===== src/rtl/wb_vector_checker_pkg.sv =====
// Shared state encoding and default parameters for the Wishbone vector checker.
// Optional build: WBVC_STOP_ON_ERR_EN stops a run at the first mismatch.
package wb_vector_checker_pkg;

    localparam int          DEF_DATA_W  = 32;
    localparam int          DEF_RES_W   = 16;
    localparam int          DEF_NUM_VEC = 100;
    localparam int          DEF_TIMEOUT = 1024;
    localparam logic [31:0] DEF_TGT_ADR = 32'h0;

    typedef enum logic [2:0] {
        ST_IDLE  = 3'd0,
        ST_WR    = 3'd1,
        ST_RD    = 3'd2,
        ST_CHECK = 3'd3,
        ST_FIN   = 3'd4
    } state_e;

    function automatic int clog2_min1(input int n);
        return (n > 1) ? $clog2(n) : 1;
    endfunction

endpackage


===== src/rtl/wbvc_timeout_cnt.sv =====
// Per-transfer watchdog: counts enabled cycles since the last clear.
// expired is raised on the TIMEOUT-th enabled cycle.
module wbvc_timeout_cnt
    import wb_vector_checker_pkg::*;
#(
    parameter int TIMEOUT = DEF_TIMEOUT
) (
    input  logic clk,
    input  logic rst_n,
    input  logic clear,
    input  logic enable,
    output logic expired
);

    localparam int CW = clog2_min1(TIMEOUT) + 1;

    logic [CW-1:0] cnt_q;

    always_ff @(posedge clk or negedge rst_n) begin
        if (!rst_n) begin
            cnt_q <= '0;
        end else if (clear) begin
            cnt_q <= '0;
        end else if (enable && !expired) begin
            cnt_q <= cnt_q + 1'b1;
        end
    end

    assign expired = enable && (cnt_q == CW'(TIMEOUT - 1));

endmodule


===== config.mk =====
export PLATFORM = sky130hd
export DESIGN_NAME = wbvc_timeout_cnt
export DESIGN_NICKNAME = d
export VERILOG_FILES = /design/src/rtl/wb_vector_checker_pkg.sv /design/src/rtl/wbvc_timeout_cnt.sv
export SDC_FILE = /design/constraint.sdc
export NUM_CORES = 1
export LEC_CHECK = 0
export CORE_MARGIN = 5
export CORE_UTILIZATION = 45
export DETAILED_ROUTE_END_ITERATION = 10
export PLACE_DENSITY = 0.66
export SYNTH_ARGS = -nofsm -noshare
export SYNTH_HDL_FRONTEND = slang
export SYNTH_SLANG_ARGS = --single-unit

===== constraint.sdc =====
create_clock -name clk -period 1.4 [get_ports clk]
set_input_delay 0.42 -clock clk [delete_from_list [all_inputs] [get_ports clk]]
set_output_delay 0.42 -clock clk [all_outputs]
set_load 0.005 [all_outputs]

# After elaboration in Yosys (flattened, before gate mapping)
# Index checks and enable logic that the tools add are counted.
# totals
wordCells	9
ff_bits	11
# op_classes
reduce_logical	4
muxes	2
eq_ne	1
addsub	1
# op_table
cell	count
2-to-1 mux 11 bit	2
adder 11 x 1 -> 11 bit, second input constant	1
== test 11 x 10 -> 1 bit, second input constant	1
logical AND 1 bit	2
nonzero test 2 bit	1
logical NOT 1 bit	1

# Longest topological paths before layout
# logic_depth
depth_word	6
depth_mapped	4
depth_no_buf	4

# Least setup slack after synthesis
# OpenSTA, ideal clock, no wires.
# synth_path
path_type	register to register
start	register cnt_q[0]
end	register cnt_q[7]
stages_incl_launch_ff	5
n_path_buf	0
arrival_ns	1.402
setup_ns	0.128
synth_period_minus_slack_ns	1.529
setup_slack_ns	-0.129
path_cell_list	dfrtp_1 ha_1 and3b_1 a211oi_2 mux2_1
# synth_via
elab_chain_len	5
word_cells_on_any_way	8
cone_classes	add/sub (1); eq/ne (1); mux (2); reduce/logical (4)
# synth_rtl
element	line	text
from (decl)	wbvc_timeout_cnt.sv:17	logic [CW-1:0] cnt_q;
from (signal assigned)	wbvc_timeout_cnt.sv:25	cnt_q <= cnt_q + 1'b1;
branches (longest 5 deep; another with adder 11 x 1 -> 11 bit)	n/a	
# Parallel ways; which one is timed is not known. The select of a mux whose other input is x is not followed.
# A chain may end at the register's enable or synchronous reset.

# Worst setup path after layout
# layout_path
start	register cnt_q[7]
end	output expired
# layout_via
elab_chain_len	2
# layout_rtl
element	line	text
== test 11 x 10 -> 1 bit	wbvc_timeout_cnt.sv:29	assign expired = enable && (cnt_q == CW'(TIMEOUT - 1));
logical AND 1 bit	wbvc_timeout_cnt.sv:29	
to (decl)	wbvc_timeout_cnt.sv:12	output logic expired
# Every way passes these cells.

==> impl_metrics.csv <==
group,metric,value,unit
sta,rsz0062_at_grt,"true",
critical_path,critical_path_peak_fanout,3,
floorplanning,die_area,0.00255,sq mm
critical_path,startpoint_type,"flip-flop",
route,vias,734,
global_routing,antenna_found_initial,0,
synthesis,yosysTopAreaCellShare,37.3,%
sta,max_freq,0.618,GHz
layout,fin_area,0.00115,sq mm
sta,drv_slew,0,
placed_design,dpl.hpwl,1350,um
critical_path,cp_slowest_cell,"dfrtp_1",
clock_tree,cts_tree,"built",
outcome,violations,"setup timing",
clock_tree,clock_path_buffers,2,
clock_tree,htreeDepth,1,
critical_path,path_class,"reg2out",
layout,fillers,92,
critical_path,worst_ep_arrival_time,1.20,ns
synthesis,synth_nets,78,
synthesis,ys.flop_type,"dfrtp_1",
clock_tree,cts-root-buf,"clkbuf_4",
floorplanning,fp.dieW,50.5,um
layout,area_growth,55.8,%
route,wl_per_cell,18.4,um
synthesis,syn_area,738,sq um
critical_path,end_kind,"output pin",
route,drcViolationCount,0,
clock_tree,clk_pin_slew,0.07,ns
sta,finalHoldViolations,0,
sta,setup_slack,-0.218,ns
synthesis,ys_types,37,
layout,reg_top3,"cnt_q: 11 flops",
critical_path,critPathRequiredTime,0.98,ns
sta,period_share,116,%
sta,relSlewSlack,76.7,%
global_routing,grt_usage,16.2,%
synthesis,yosysWarnings,0,
power,finalPower,0.773,mW
critical_path,crit_chain,"nand4_1 -> nor4_2 -> buf_2",
synthesis,yosysTopAreaCell,"dfrtp_1",
layout,top_register,"cnt_q",
clock_tree,cts_hold_buf,0,
synthesis,ys_ff_latch,11,
sta,final.min_clock_period,1.62,ns
synthesis,ys_seq_area_share,37.3,%
clock_tree,cts_buffers,3,
clock_tree,worstSkewPairLatency,0.28,ns
global_routing,grt-ovfl-total,0,
clock_tree,clkSinkCount,11,
route,drtPass1Iterations,4,
global_routing,grt_pass1_vias,698,
route,drt-initial-drc-count,16,
hold_path,hold_path.class,"in2async",
synthesis,async_flop_share,100,%
synthesis,avgSynthCellArea,10.1,sq um
floorplanning,row_count,14,
floorplanning,coreArea,0.00152,sq mm
floorplanning,die_h,50.5,um
sta,setup_tns,-0.596,ns
floorplanning,num_io_pins,5,
synthesis,synth_area_leaders,"dfrtp_1 37%, a211oi_2 3.4%, nor2b_1 3.4%",
placed_design,gp_congestion,0.827,
layout,diodes,0,
power,ir_drop,542,uV
synthesis,synth-edff-count,0,
layout,largest_reg_flops,11,
sta,fin_skew,0.00262,ns
route,viasPerCell,6.27,
outcome,status,"finished with violations",
placed_design,pre_cts_ws,-0.791,ns
global_routing,grt_pass1_wl,3180,um
route,wirelength,2150,um
power,p_leak,0.466,nW
sta,final-setup-viol-count,4,
layout,fin_nets,107,
synthesis,synth_cells,73,
layout,drive_gt1_share,53.5,%
critical_path,slowest_delay,0.39,ns
route,ant_nets,0,
sta,worstMarginPinSlew,0.344,ns
floorplanning,start_util,48.4,%
placed_design,port_buffers,4,
power,p_per_area,672,mW/mm^2
global_routing,grt_max_degree,12,
placed_design,place_area,956,sq um
job,maxCapViolations,0,
[layout make-up]
type                       instances  area [sq um]  share of cell area [%]
tap                               16          20.0                    1.74
sequential                        11           275                    23.9
inverter                           2          7.51                   0.653
multi-input combinational         56           596                    51.8
timing repair buffer              28           225                    19.6
clock buffer                       4          26.3                    2.29
[final timing paths]
| kind | from | endpoint | slack [ns] | depth (start not counted) |
|---|---|---|---|---|
| min | rst_n | cnt_q[1] | 0.42 | 2 |
| min reg2reg | cnt_q[3] | cnt_q[3] | 0.70 | 3 |
| max in group asynchronous | rst_n | cnt_q[6] | 0.83 | 2 |
| min in group clk | cnt_q[3] | cnt_q[3] | 0.70 | 3 |
| max reg2reg | cnt_q[0] | cnt_q[7] | -0.20 | 5 |
| max | cnt_q[7] | expired | -0.22 | 3 |
[kinds of logic after synthesis]
group | synth area share (%)
AOI/OAI and AO/OA | 21.2
adders and majority gates | 1.69
buffers and inverters | 4.58
DFF | 37.3
muxes | 5.08
and+or+nand+nor | 30.2
[layer usage]
layer / GRT usage (%) / share of wire [%] / up-vias
li1: - / - / 345
met1: 21.8 / 44 / 359
met2: 23.1 / 49 / 27
met3: 6.80 / 6.3 / 3
met4: 5.96 / 0.98 / 0
met5: 0 / 0 / -
[power breakdown]
part / switching (mW) / internal [mW] / leakage [nW]
Sequential: 0.0150 / 0.332 / 0.151
Combinational: 0.100 / 0.102 / 0.300
Clock: 0.113 / 0.111 / 0.0150
[cell usage after synthesis (2+ instances only)]
library cell,number
dfrtp_1,11
buf_2,3
nand2_1,2
a31oi_1,2
o311ai_0,2
nor3b_1,3
a311oi_1,2
nand3_1,2
inv_1,2
nor2b_1,4
nand4_1,3
and3_1,2
a21oi_1,2
nand2b_1,3
a211oi_1,3
o311ai_1,2
nor3_1,2
nor2_1,3
a211oi_2,2
[per-stage QoR]
stage | hold slack (ns) | instances | util [%]
final | 0.422 | 117 | 75.5
after global routing | 0.427 | 117 | 75.5
after CTS | 0.424 | 115 | 66.9
after detailed placement | 0.680 | 111 | 62.7
after global placement | 0.667 | 111 | 62.7
after floorplan | 0.124 | 73 | -
[timing repair]
| action | 4_1_cts | 5_1_grt |
|---|---|---|
| buffers inserted | 1 | 4 |
| resized for setup | 13 | 22 |
| setup endpoints to repair | 11 | 11 |
| pin swaps | 6 | 7 |
[worst max-delay path: cells and delay by family, from the launching register on]
family	cells	cell delay [ns]
flops	1	0.39
simple gates	2	0.38
buf+inv	1	0.15
[cell usage in the layout, fill, tap and decap left out, types with 2 or more instances in the layout]
| cell type | n |
|---|---|
| dfrtp_1 | 11 |
| clkbuf_4 | 3 |
| o311ai_2 | 2 |
| nor2_1 | 3 |
| a211oi_1 | 2 |
| nor2b_1 | 4 |
| buf_4 | 21 |
| a211oi_2 | 2 |
| nand4_1 | 3 |
| a31oi_2 | 2 |
| mux2_4 | 2 |
| clkdlybuf4s50_1 | 2 |
| buf_6 | 3 |
| nor3b_1 | 3 |
| a21oi_1 | 2 |
| a311oi_2 | 2 |
| inv_1 | 2 |
| nand3_4 | 2 |
| nand2b_1 | 3 |
Power figures use the tool's default switching activity.
